[src/rtl/hazard_ctrl.sv]
// Load-use / redirect / memory-stall hazard controller for the 5-stage pipeline.
// Optional saturating hazard statistics are enabled with `define HAZARD_STATS_EN.
module hazard_ctrl #(
  parameter int unsigned LOAD_LAT     = 1,
  parameter int unsigned FLUSH_CYCLES = 1
) (
  input  logic       clk,
  input  logic       rst_n,
  input  logic [4:0] IFID_Rs,
  input  logic [4:0] IFID_Rt,
  input  logic       IFID_UsesRt,
  input  logic       IDEX_MemRead,
  input  logic [4:0] IDEX_Rt,
  input  logic       EX_Redirect,
  input  logic       Mem_Busy,
  output logic       PC_WriteEn,
  output logic       IFID_WriteEn,
  output logic       IFID_Flush,
  output logic       IDEX_WriteEn,
  output logic       IDEX_Flush
`ifdef HAZARD_STATS_EN
  ,
  output logic [31:0] Stall_Cnt,
  output logic [31:0] Flush_Cnt
`endif
);

  typedef enum logic [1:0] {
    RUN      = 2'd0,
    LU_STALL = 2'd1,
    FLUSH    = 2'd2
  } state_t;

  localparam logic [2:0] LU_RELOAD = 3'(LOAD_LAT - 1);
  localparam logic [2:0] FL_RELOAD = 3'(FLUSH_CYCLES - 1);

  state_t     state, state_nxt;
  logic [2:0] cnt, cnt_nxt;
  logic       lu;

  assign lu = IDEX_MemRead && (IDEX_Rt != 5'd0) &&
              ((IDEX_Rt == IFID_Rs) || (IFID_UsesRt && (IDEX_Rt == IFID_Rt)));

  // Outputs are gated by rst_n so they drop to zero asynchronously during reset.
  always_comb begin
    state_nxt    = state;
    cnt_nxt      = cnt;
    PC_WriteEn   = 1'b0;
    IFID_WriteEn = 1'b0;
    IFID_Flush   = 1'b0;
    IDEX_WriteEn = 1'b0;
    IDEX_Flush   = 1'b0;
    if (!rst_n || Mem_Busy) begin
      state_nxt = state;
    end else if (EX_Redirect) begin
      PC_WriteEn   = 1'b1;
      IFID_WriteEn = 1'b1;
      IFID_Flush   = 1'b1;
      IDEX_WriteEn = 1'b1;
      IDEX_Flush   = 1'b1;
      if (FLUSH_CYCLES > 1) begin
        state_nxt = FLUSH;
        cnt_nxt   = FL_RELOAD;
      end else begin
        state_nxt = RUN;
        cnt_nxt   = '0;
      end
    end else if (state == LU_STALL || (state == RUN && lu)) begin
      IDEX_WriteEn = 1'b1;
      IDEX_Flush   = 1'b1;
      if (state == LU_STALL) begin
        if (cnt == 3'd1) begin
          state_nxt = RUN;
          cnt_nxt   = '0;
        end else begin
          cnt_nxt = cnt - 3'd1;
        end
      end else if (LOAD_LAT > 1) begin
        state_nxt = LU_STALL;
        cnt_nxt   = LU_RELOAD;
      end
    end else if (state == FLUSH) begin
      PC_WriteEn   = 1'b1;
      IFID_WriteEn = 1'b1;
      IFID_Flush   = 1'b1;
      IDEX_WriteEn = 1'b1;
      if (cnt == 3'd1) begin
        state_nxt = RUN;
        cnt_nxt   = '0;
      end else begin
        cnt_nxt = cnt - 3'd1;
      end
    end else begin
      PC_WriteEn   = 1'b1;
      IFID_WriteEn = 1'b1;
      IDEX_WriteEn = 1'b1;
      state_nxt    = RUN;
    end
  end

  always_ff @(posedge clk or negedge rst_n) begin
    if (!rst_n) begin
      state <= RUN;
      cnt   <= '0;
    end else begin
      state <= state_nxt;
      cnt   <= cnt_nxt;
    end
  end

`ifdef HAZARD_STATS_EN
  logic stall_cyc, redirect_acc;

  // PC_WriteEn is only low outside busy/reset because of a load-use stall.
  assign stall_cyc    = !PC_WriteEn && !Mem_Busy;
  assign redirect_acc = EX_Redirect && !Mem_Busy;

  always_ff @(posedge clk or negedge rst_n) begin
    if (!rst_n) begin
      Stall_Cnt <= '0;
      Flush_Cnt <= '0;
    end else begin
      if (stall_cyc && Stall_Cnt != '1)
        Stall_Cnt <= Stall_Cnt + 32'd1;
      if (redirect_acc && Flush_Cnt != '1)
        Flush_Cnt <= Flush_Cnt + 32'd1;
    end
  end
`endif

endmodule

[config.mk]
export PLATFORM = sky130hd
export DESIGN_NAME = hazard_ctrl
export DESIGN_NICKNAME = d
export VERILOG_FILES = /design/src/rtl/hazard_ctrl.sv
export SDC_FILE = /design/constraint.sdc
export NUM_CORES = 1
export LEC_CHECK = 0
export BUFFER_PORTS_ARGS = -buffer_cell sky130_fd_sc_hd__buf_2
export CELL_PAD_IN_SITES_DETAIL_PLACEMENT = 0
export CELL_PAD_IN_SITES_GLOBAL_PLACEMENT = 1
export CORE_UTILIZATION = 30
export CTS_BUF_LIST = sky130_fd_sc_hd__clkbuf_8
export CTS_CLUSTER_SIZE = 12
export DETAILED_ROUTE_END_ITERATION = 7
export GPL_TIMING_DRIVEN = 0
export PLACE_DENSITY_LB_ADDON = 0.1
export REMOVE_ABC_BUFFERS = 1
export SLEW_MARGIN = 20
export SYNTH_ARGS = -nofsm -noshare
export SYNTH_HDL_FRONTEND = slang
export SYNTH_SLANG_ARGS = --single-unit
[constraint.sdc]
create_clock -name clk -period 1.49 [get_ports clk]
set_clock_uncertainty 0.05 [all_clocks]
set_input_delay 0.149 -clock clk [delete_from_list [all_inputs] [get_ports clk]]
set_output_delay 0.149 -clock clk [all_outputs]
set_load 0.01 [all_outputs]
==> results of run 1 <==
## worst reg2reg max path, delay by kind of cell, from the launching register on
kind            cells  cell delay [ns]
compound gates      3             0.59
flops               1             0.39
simple gates        1             0.18
## how the worst max path moves through the flow
| stage | to | depth (start not counted) |
|---|---|---|
| after detailed placement | IFID_WriteEn | 5 |
| after floorplan | IFID_WriteEn | 3 |
| after CTS | IFID_WriteEn | 4 |
| final | IFID_WriteEn | 6 |
| after global placement | IFID_WriteEn | 5 |
| after global routing | IFID_WriteEn | 6 |
## cell families after synthesis
logic type      count (synthesis)  synth area share (%)
xor+xnor                       10                  19.2
simple gates                   17                  22.0
buf+inv                         5                  4.94
compound gates                 13                  20.9
flops                           5                  27.5
fa+ha+maj                       2                  5.49
## cells in the mapped netlist, drive strengths merged
cell / instances
nor2: 3
nor2b: 3
o22a: 1
inv: 4
xnor2: 1
ha: 2
or4: 1
o31ai: 3
nand3b: 1
dfrtp: 5
a21o: 2
and2: 2
nor4: 1
nand2b: 2
o21ai: 5
nor3: 2
nand2: 2
xor2: 9
buf: 1
a32oi: 1
o311a: 1
## power breakdown
part,internal (mW),switching [mW],total (mW),leakage [nW]
sequential,0.164,0.0167,0.181,0.0654
clock,0.176,0.0641,0.241,0.0269
combinational,0.0928,0.0949,0.188,0.255
total,0.434,0.176,0.609,0.347
## layout make-up
type	instances	area share, %
Multi-Input combinational cell	42	48.1
Clock inverter	1	0.562
Sequential cell	5	18.7
Timing Repair Buffer	27	21.3
Clock buffer	3	6.18
Inverter	4	2.25
Tap cell	15	2.81
## placed cells by master, fill, tap and decap left out, types with 2 or more instances in the layout
cell type and n:
sky130_fd_sc_hd__clkbuf_8 3, sky130_fd_sc_hd__nand2b_1 2, sky130_fd_sc_hd__ha_1 2, sky130_fd_sc_hd__and2_1 2, sky130_fd_sc_hd__inv_1 5, sky130_fd_sc_hd__nor2_1 3, sky130_fd_sc_hd__nor3_1 2, sky130_fd_sc_hd__nand2_1 2
sky130_fd_sc_hd__o21ai_0 4, sky130_fd_sc_hd__buf_2 25, sky130_fd_sc_hd__nor2b_1 3, sky130_fd_sc_hd__dfrtp_1 5, sky130_fd_sc_hd__a21o_1 2, sky130_fd_sc_hd__xor2_1 9
## registers in the layout, indices dropped and copies added, names as in the netlist
name	count
cnt	3
state	2
## metal layers
layer,share of wire [%],routed length [µm]
met2,50,545
met5,0,0
met4,0,0
met1,46,496
met3,3.6,39
## through the flow
stage	worst slack, ns	power (mW)
global placement	-0.0839	0.365
finish	-0.0409	0.609
floorplan	0.163	0.299
detailed placement	-0.0891	0.363
CTS	-0.0594	0.617
global route	-0.107	0.663
## what timing repair did
item,CTS,global route
hold endpoints to repair,5,0
resized for setup,1,2
pin swaps,2,1
hold buffers,1,0
setup buffers,1,0
endpoints found under the setup margin,2,4
==> parameters.txt, run 1 <==
Parameter                              Value

Status
  Status ... complete, but fails checks
  Violations in the final reports ... setup timing

Global routing
  Met3 track utilization from global routing ... under 10%
  Total routing usage reported by global routing ... approximately 14%
  Vias in the first global route ... ~380
  Total global routing overflow ... 0
  Initial antenna violation count ... 0
  First-pass GRT wire length ... 1.53 mm
  Pin count of the biggest net entering global routing ... 9
  Fraction of met1 tracks used by global routing ... a little under a fifth
  Layer carrying the most global-route usage ... met2
  Global routing met2 resource utilization ... ~20%

STA
  Minimum clock period ... 1.53 ns
  Final-report setup violation count ... 3
  Fmax ... roughly 0.65 GHz
  Final Hold Vio Count ... 0
  Final setup slack of the worst path ... -0.0409 ns
  Fin Setup TNS ... -0.0832 ns
  Fin Hold WS ... between 0.15 and 0.2 ns
  Final worst-path cycle share ... 103%
  Max transition margin ... ~80%
  Slew at the pin closest to its max-slew limit ... approximately 0.31 ns
  Slew Limit Fails ... 0
  Unrepaired setup endpoints after global routing ... yes

Yosys
  Cell count after synthesis ... between 50 and 60
  Cell type with the highest aggregate area in the netlist ... sky130_fd_sc_hd__dfrtp_1
  Yosys top cell area share ... between 20% and 30%
  Mean instance size in the synthesized netlist ... around 8.8 µm²
  Synth area leaders ... sky130_fd_sc_hd__dfrtp_1 27%, sky130_fd_sc_hd__xor2_1 17%, sky130_fd_sc_hd__ha_1 5.5%
  Flops & latches, synth ... 5
  Synthesized cell area ... roughly 460 µm²
  Count of yosys warnings during synthesis ... 0
  Fraction of the yosys area taken by sequential cells ... 27.5%
  Count of unique library cells instantiated by Yosys ... 22

Worst hold path
  Worst min-delay path startpoint ... EX_Redirect
  Tightest Hold Check Type ... in -> reg
  Worst hold endpoint ... cnt[1]
  Hold-critical path depth ... 2

Detailed routing
  Number of vias in the routed layout ... around 470
  Remaining antenna violation count after routing ... 0
  Post-route DRC ... 0
  Total length of routed wires ... 1.08 mm
  Initial DRT Pass Iterations ... 4
  Post-DR wirelength/cell ... approximately 11 µm
  1st-iter DRT viols ... 4
  Vias per cell ... about 4.8

Floorplanning
  Die Ht ... between 40 and 50 µm
  I/O pin total ... 26
  Die footprint ... 1680 µm²
  Number of cell rows ... 13
  Core Box Area ... about 1400 µm²
  Starting Density ... 33.7%
  Width of the chip ... between 40 and 50 µm

Worst setup path
  Dominant cell type by count on the critical path ... sky130_fd_sc_hd__buf_2
  Total buffers and inverters traversed by the critical path ... 2
  Setup Crit Path Kind ... in -> out
  CP startpoint ... IDEX_Rt[4]
  Arrival @ worst endpoint ... between 1 and 1.5 ns
  Element type at the critical path end ... output port
  Maximum net fanout on the critical path ... 3
  Slack of the worst reg-to-reg path ... roughly 0.15 ns
  Cell-by-cell trace of the critical path ... buf_2 > xor2_1 > nor4_2 > a32oi_1 > o311a_1 > buf_2
  WP data required ... 1.29 ns
  Crit Reg-Reg Startpoint ... state[0]
  Slowest cell on the critical path ... sky130_fd_sc_hd__o311a_1
  Type of origin of the critical path ... input pin
  Capture point of the worst reg-to-reg path ... cnt[2]
  Largest stage delay, worst path ... between 0.3 and 0.4 ns
  CP delay by family, top ... compound AO/OA/AOI/OAI gates
  Worst-case reg-to-reg path depth ... 4

Clock tree
  Register clock-pin slew on the reported worst setup and hold paths ... 0.04 ns
  Clock tree from TritonCTS ... yes
  Number of sinks driven by the clock tree ... 5
  Source-to-sink clock delay at the later pin of the worst-skew pair ... about 0.22 ns
  H-tree levels ... 1
  Clock Tree Root ... sky130_fd_sc_hd__clkbuf_8
  Max clock buf depth ... 2
  Clock buffers created by TritonCTS ... 3

Layout
  Fraction of final layout cells with drive strength greater than 1 ... 39.0%
  ANT cells ... 0
  Signed area change from the synthesized netlist to the final layout ... 46.7%
  Area used by sequential logic in the layout ... roughly 130 µm²
  Final core area utilization ... 49.5%
  Fill count ... 142
  Number of nets in the finished design ... roughly 110
  Summed area of non-filler cells in the final layout ... about 670 µm²
  Total area of multi-input combinational cells ... 322 µm²
  Non-filler cells, final ... just under 100

Placed design
  Placed instance count ... between 90 and 100
  Area after detailed placement ... roughly 600 µm²
  Number of port buffers ... 25
  Gpl congestion ... 0.617

Power and ir drop
  P per Cell Area ... around 910 nW/µm²
  LEAKAGE ... about 0.35 nW
  IR Drop Worst-Case VDD ... about 0.88 mV

Flow run
  Max-cap check violation count ... 0
Power figures use the tool's default switching activity.
==> inputs of run 2 (changes only) <==
- CORE_UTILIZATION: 30 -> 28
- CTS_BUF_LIST: sky130_fd_sc_hd__clkbuf_8 -> sky130_fd_sc_hd__clkbuf_16
==> parameters.txt, run 2 (synthesis gave the netlist of run 1 again) <==
Parameter                              Value

Worst hold path
  Worst hold endpoint ... cnt[1]
  Hold-critical path depth ... 2
  Tightest Hold Check Type ... in -> reg
  Worst min-delay path startpoint ... EX_Redirect

STA
  Final worst-path cycle share ... 102%
  Unrepaired setup endpoints after global routing ... yes
  Fmax ... roughly 0.66 GHz
  Minimum clock period ... between 1.5 and 2 ns
  Final setup slack of the worst path ... -0.0283 ns
  Final-report setup violation count ... 2
  Max transition margin ... between 70% and 80%
  Final Hold Vio Count ... 0
  Slew at the pin closest to its max-slew limit ... about 0.3 ns
  Slew Limit Fails ... 0
  Fin Setup TNS ... -0.0559 ns
  Fin Hold WS ... approximately 0.19 ns

Worst setup path
  Cell-by-cell trace of the critical path ... nor2b_1 > o21ai_1 > o311a_1 > buf_2
  Capture point of the worst reg-to-reg path ... cnt[2]
  Arrival @ worst endpoint ... ~1.3 ns
  Maximum net fanout on the critical path ... 5
  Total buffers and inverters traversed by the critical path ... 1
  Type of origin of the critical path ... flip-flop
  CP delay by family, top ... compound AO/OA/AOI/OAI gates
  Slowest cell on the critical path ... sky130_fd_sc_hd__dfrtp_1
  Slack of the worst reg-to-reg path ... ~0.15 ns
  Element type at the critical path end ... output port
  Number of cells on the critical path ... 4
  Largest stage delay, worst path ... around 0.4 ns
  Worst-case reg-to-reg path depth ... 4
  WP data required ... about 1.3 ns
  Setup Crit Path Kind ... reg -> out
  Crit Reg-Reg Startpoint ... state[0]

Status
  Status ... complete, but fails checks
  Violations in the final reports ... setup timing

Detailed routing
  Total length of routed wires ... roughly 990 µm
  1st-iter DRT viols ... 4
  Post-DR wirelength/cell ... 10.2 µm
  Remaining antenna violation count after routing ... 0
  Number of vias in the routed layout ... ~450
  Initial DRT Pass Iterations ... 3
  Post-route DRC ... 0
  Vias per cell ... between 4 and 5

Power and ir drop
  LEAKAGE ... around 0.36 nW
  P per Cell Area ... around 1200 nW/µm²
  IR Drop Worst-Case VDD ... 0.628 mV

Layout
  Signed area change from the synthesized netlist to the final layout ... 51.6%
  Top Registers ... cnt (3), state (2)
  Final core area utilization ... about 46%
  Most flops, register ... cnt
  Highest-count cells in the layout ignoring fill and taps ... 25 x sky130_fd_sc_hd__buf_2, 9 x sky130_fd_sc_hd__xor2_1, 5 x sky130_fd_sc_hd__inv_1, 5 x sky130_fd_sc_hd__dfrtp_1, 4 x sky130_fd_sc_hd__o21ai_0
  Largest register FFs ... 3
  ANT cells ... 0
  Most common cell after layout, fill and taps aside ... sky130_fd_sc_hd__buf_2
  Number of nets in the finished design ... around 110
  Fraction of final layout cells with drive strength greater than 1 ... around 37%

Clock tree
  Number of sinks driven by the clock tree ... 5
  Post-CTS Setup Inserts ... 0
  Clock buffers created by TritonCTS ... 3
  H-tree levels ... 1
  Source-to-sink clock delay at the later pin of the worst-skew pair ... 0.23 ns
  Register clock-pin slew on the reported worst setup and hold paths ... 0.03 ns
  Max clock buf depth ... 2
  Clock Tree Root ... sky130_fd_sc_hd__clkbuf_16
  Clock tree from TritonCTS ... yes

Global routing
  First-pass GRT wire length ... approximately 1.6 mm
  Total global routing overflow ... 0
  Total routing usage reported by global routing ... a little under an eighth
  Vias in the first global route ... about 390
  Pin count of the biggest net entering global routing ... 9
  Initial antenna violation count ... 0

Placed design
  Final HPWL from detailed placement ... ~820 µm
  Placement-stage worst setup slack ... -0.0964 ns
  Gpl congestion ... 0.696
  Number of port buffers ... 25

Floorplanning
  Die Ht ... 42.3 µm
  I/O pin total ... 26
  Starting Density ... 30.2%
  Width of the chip ... about 42 µm
  Core Box Area ... ~1500 µm²
  Number of cell rows ... 14
  Die footprint ... 1790 µm²

Flow run
  Max-cap check violation count ... 0
## run 2: changes by cell type in the layout (fill, tap and decap cells not counted)
cell                        delta
sky130_fd_sc_hd__buf_4         -1
sky130_fd_sc_hd__clkbuf_16     +3
sky130_fd_sc_hd__o31ai_2       -1
sky130_fd_sc_hd__o31ai_1       +1
sky130_fd_sc_hd__clkbuf_8      -3
## run 2: what timing repair did
action | 4_1_cts | 5_1_grt
hold buffers | 1 | 0
endpoints found under the hold margin | 5 | 0
gates resized for setup | 1 | 1
setup endpoints to repair | 3 | 5
pin swaps | 4 | 1
## run 2: worst max path at each step
stage,end,slack [ns],startpoint
floorplan,IFID_WriteEn,0.16,IDEX_Rt[1]
global placement,PC_WriteEn,-0.09,IDEX_Rt[4]
detailed placement,PC_WriteEn,-0.1,IDEX_Rt[4]
CTS,PC_WriteEn,-0.05,state[1]
global route,IFID_WriteEn,-0.11,state[1]
finish,PC_WriteEn,-0.03,state[1]
## run 2: layout make-up
type	count	area, µm²
tap	16	20.0
clock buffer	3	75.1
clock inverter	1	3.75
inverter	4	15.0
multi-input combinational	42	317
fill	155	816
timing repair buffer	26	135
sequential	5	125
## run 2: report_power, final
group | switching [mW] | internal (mW)
registers | 0.0162 | 0.164
clock network | 0.0891 | 0.348
logic | 0.0982 | 0.0922
total | 0.203 | 0.604
## run 2: metrics by stage
stage / power, mW / cells / instance area [µm²]
detailed placement: 0.367 / 92 / 593
CTS: 0.811 / 97 / 682
global placement: 0.366 / 92 / 593
global route: 0.853 / 97 / 691
floorplan: 0.299 / 51 / 448
finish: 0.808 / 97 / 691
## run 2: layer usage
layer / GRT usage [%] / vias to the layer above / wire length [µm]
met1: 16.0 / 203 / 534
met5: 0 / - / 0
met4: 1.88 / 0 / 0
met3: 5.17 / 0 / 44
li1: - / 238 / -
met2: 17.2 / 11 / 411
==> inputs of run 3 (changes only) <==
- CELL_PAD_IN_SITES_DETAIL_PLACEMENT: 0 -> not set
- CELL_PAD_IN_SITES_GLOBAL_PLACEMENT: 1 -> not set
- CORE_UTILIZATION: 28 -> 30
- PLACE_DENSITY_LB_ADDON: 0.1 -> not set
==> parameters.txt, run 3 (synthesis gave the netlist of run 1 again) <==
Parameter                              Value

Status
  Status ... complete, but fails checks
  Violations in the final reports ... setup timing

Worst setup path
  Worst-case reg-to-reg path depth ... 4
  CP delay by family, top ... buffers and inverters
  WP data required ... roughly 1.3 ns
  Cell-by-cell trace of the critical path ... buf_6 > xor2_2 > nor4_2 > a32oi_1 > buf_4 > o31ai_1 > buf_2
  Maximum net fanout on the critical path ... 2
  Slack of the worst reg-to-reg path ... roughly 0.15 ns
  Slowest cell on the critical path ... sky130_fd_sc_hd__nor4_2
  CP startpoint ... IFID_Rt[4]
  Total buffers and inverters traversed by the critical path ... 3
  Largest stage delay, worst path ... about 0.30 ns
  Crit Reg-Reg Startpoint ... state[0]
  Setup Crit Path Kind ... in -> out
  Type of origin of the critical path ... input pin
  Element type at the critical path end ... output port
  Capture point of the worst reg-to-reg path ... cnt[2]
  Arrival @ worst endpoint ... roughly 1.4 ns

Clock tree
  Source-to-sink clock delay at the later pin of the worst-skew pair ... 0.23 ns
  Number of sinks driven by the clock tree ... 5
  Register clock-pin slew on the reported worst setup and hold paths ... around 0.030 ns
  H-tree levels ... 1
  Clock Tree Root ... sky130_fd_sc_hd__clkbuf_16
  Max clock buf depth ... 2
  Clock tree from TritonCTS ... yes
  Clock buffers created by TritonCTS ... 3

STA
  Minimum clock period ... about 1.6 ns
  Fin Setup TNS ... -0.230 ns
  Max transition margin ... 79.8%
  Unrepaired setup endpoints after global routing ... yes
  Final Hold Vio Count ... 0
  Final setup slack of the worst path ... -0.0875 ns
  Slew Limit Fails ... 0
  Fmax ... 0.634 GHz
  Final-report setup violation count ... 3
  Final worst-path cycle share ... 106%
  Slew at the pin closest to its max-slew limit ... between 0.3 and 0.4 ns

Worst hold path
  Worst min-delay path startpoint ... EX_Redirect
  Worst hold endpoint ... cnt[1]
  Hold-critical path depth ... 2
  Tightest Hold Check Type ... in -> reg

Layout
  Fraction of final layout cells with drive strength greater than 1 ... 41.5%
  Top Registers ... cnt (3), state (2)
  Number of nets in the finished design ... about 110
  Most common cell after layout, fill and taps aside ... sky130_fd_sc_hd__buf_2
  Largest register FFs ... 3
  Highest-count cells in the layout ignoring fill and taps ... 20 x sky130_fd_sc_hd__buf_2, 6 x sky130_fd_sc_hd__xor2_1, 5 x sky130_fd_sc_hd__inv_1, 5 x sky130_fd_sc_hd__dfrtp_1, 5 x sky130_fd_sc_hd__buf_6
  Most flops, register ... cnt
  ANT cells ... 0
  Signed area change from the synthesized netlist to the final layout ... 64.8%
  Summed area of non-filler cells in the final layout ... 751 µm²

Power and ir drop
  Clock share of power ... approximately 54%
  Combinational share of power ... approximately a quarter
  P per Cell Area ... roughly 1100 nW/µm²
  Internal Pwr Total ... 0.616 mW
  Sw Ratio ... about a quarter
  Switching power of the nets ... roughly 0.21 mW
  Seq pwr share ... between 20% and 30%
  LEAKAGE ... around 0.37 nW
  IR Drop Worst-Case VDD ... between 0.7 and 0.8 mV

Detailed routing
  Vias per cell ... 4.84
  1st-iter DRT viols ... 7
  Post-DR wirelength/cell ... 11.0 µm
  Number of vias in the routed layout ... 469
  Remaining antenna violation count after routing ... 0
  Post-route DRC ... 0
  Initial DRT Pass Iterations ... 4
  Total length of routed wires ... approximately 1.1 mm

Placed design
  Area after detailed placement ... 592 µm²
  Gpl congestion ... slightly above 0.6
  Final HPWL from detailed placement ... 815 µm
  Number of port buffers ... 25

Global routing
  Initial antenna violation count ... 0
  Vias in the first global route ... 332
  Pin count of the biggest net entering global routing ... 9
  Total global routing overflow ... 0
  Total routing usage reported by global routing ... ~13%
  First-pass GRT wire length ... 1.34 mm

Floorplanning
  Die Ht ... 41.0 µm
  Core Box Area ... approximately 1400 µm²
  I/O pin total ... 26
  Die footprint ... between 1500 and 2000 µm²
  Number of cell rows ... 13
  Width of the chip ... around 41 µm
  Starting Density ... between 30 and 40%

Flow run
  Max-cap check violation count ... 0
-- run 3: through the flow --
stage / total power, mW / worst slack (ns) / util, % / std cells / hold slack [ns]
after floorplan: 0.299 / 0.163 / - / 51 / -0.197
after global placement: 0.360 / -0.109 / 43.8 / 91 / -0.0753
after detailed placement: 0.366 / -0.107 / 43.8 / 91 / -0.0747
after CTS: 0.827 / -0.0953 / 52.5 / 97 / 0.175
after global routing: 0.871 / -0.194 / 55.6 / 97 / 0.214
final: 0.827 / -0.0875 / 55.6 / 97 / 0.189
-- run 3: worst reg2reg max path, stage by stage (launching register included) --
cell and delay, ns:
sky130_fd_sc_hd__dfrtp_1 0.39, sky130_fd_sc_hd__nor2b_1 0.18, sky130_fd_sc_hd__o31ai_4 0.33, sky130_fd_sc_hd__o22a_1 0.20, sky130_fd_sc_hd__o21ai_0 0.07
-- run 3: power by group through the flow --
stage | combinational (mW) | sequential (mW) | clock, mW
floorplan | 0.119 | 0.179 | 0
global placement | 0.178 | 0.182 | 0
detailed placement | 0.183 | 0.183 | 0
CTS | 0.193 | 0.181 | 0.452
global route | 0.228 | 0.184 | 0.459
finish | 0.204 | 0.181 | 0.443
-- run 3: repair_timing --
item / 4_1_cts / 5_1_grt
hold endpoints to repair: 5 / 0
resized for setup: 4 / 9
hold buffers: 1 / 0
pin swaps: 5 / 6
gates cloned: 0 / 0
setup endpoints to repair: 2 / 5
buffers inserted: 1 / 0
-- run 3: layout make-up --
type / count / area [µm²]
fillers: 124 / 599
multi-input cells: 42 / 339
repair buffers: 27 / 174
flip-flops and latches: 5 / 125
clock buffers: 3 / 75.1
well taps: 15 / 18.8
inverters: 4 / 15.0
clock inverters: 1 / 3.75
-- run 3: routing by layer --
layer | GRT usage (%) | vias up | wire length (µm)
met5 | 0 | - | 0
met4 | 10.0 | 0 | 26
met3 | 6.52 | 3 | 51
met2 | 16.4 | 10 | 534
met1 | 17.5 | 215 | 452
li1 | - | 241 | -
-- run 3: worst max path at each step --
stage / endpoint / slack [ns] / cells past startpoint
2_1_floorplan: IFID_WriteEn / 0.16 / 3
3_3_place_gp: IFID_WriteEn / -0.11 / 6
3_5_place_dp: PC_WriteEn / -0.11 / 6
4_1_cts: PC_WriteEn / -0.1 / 6
5_1_grt: IDEX_Flush / -0.19 / 7
6_report: IDEX_Flush / -0.09 / 7
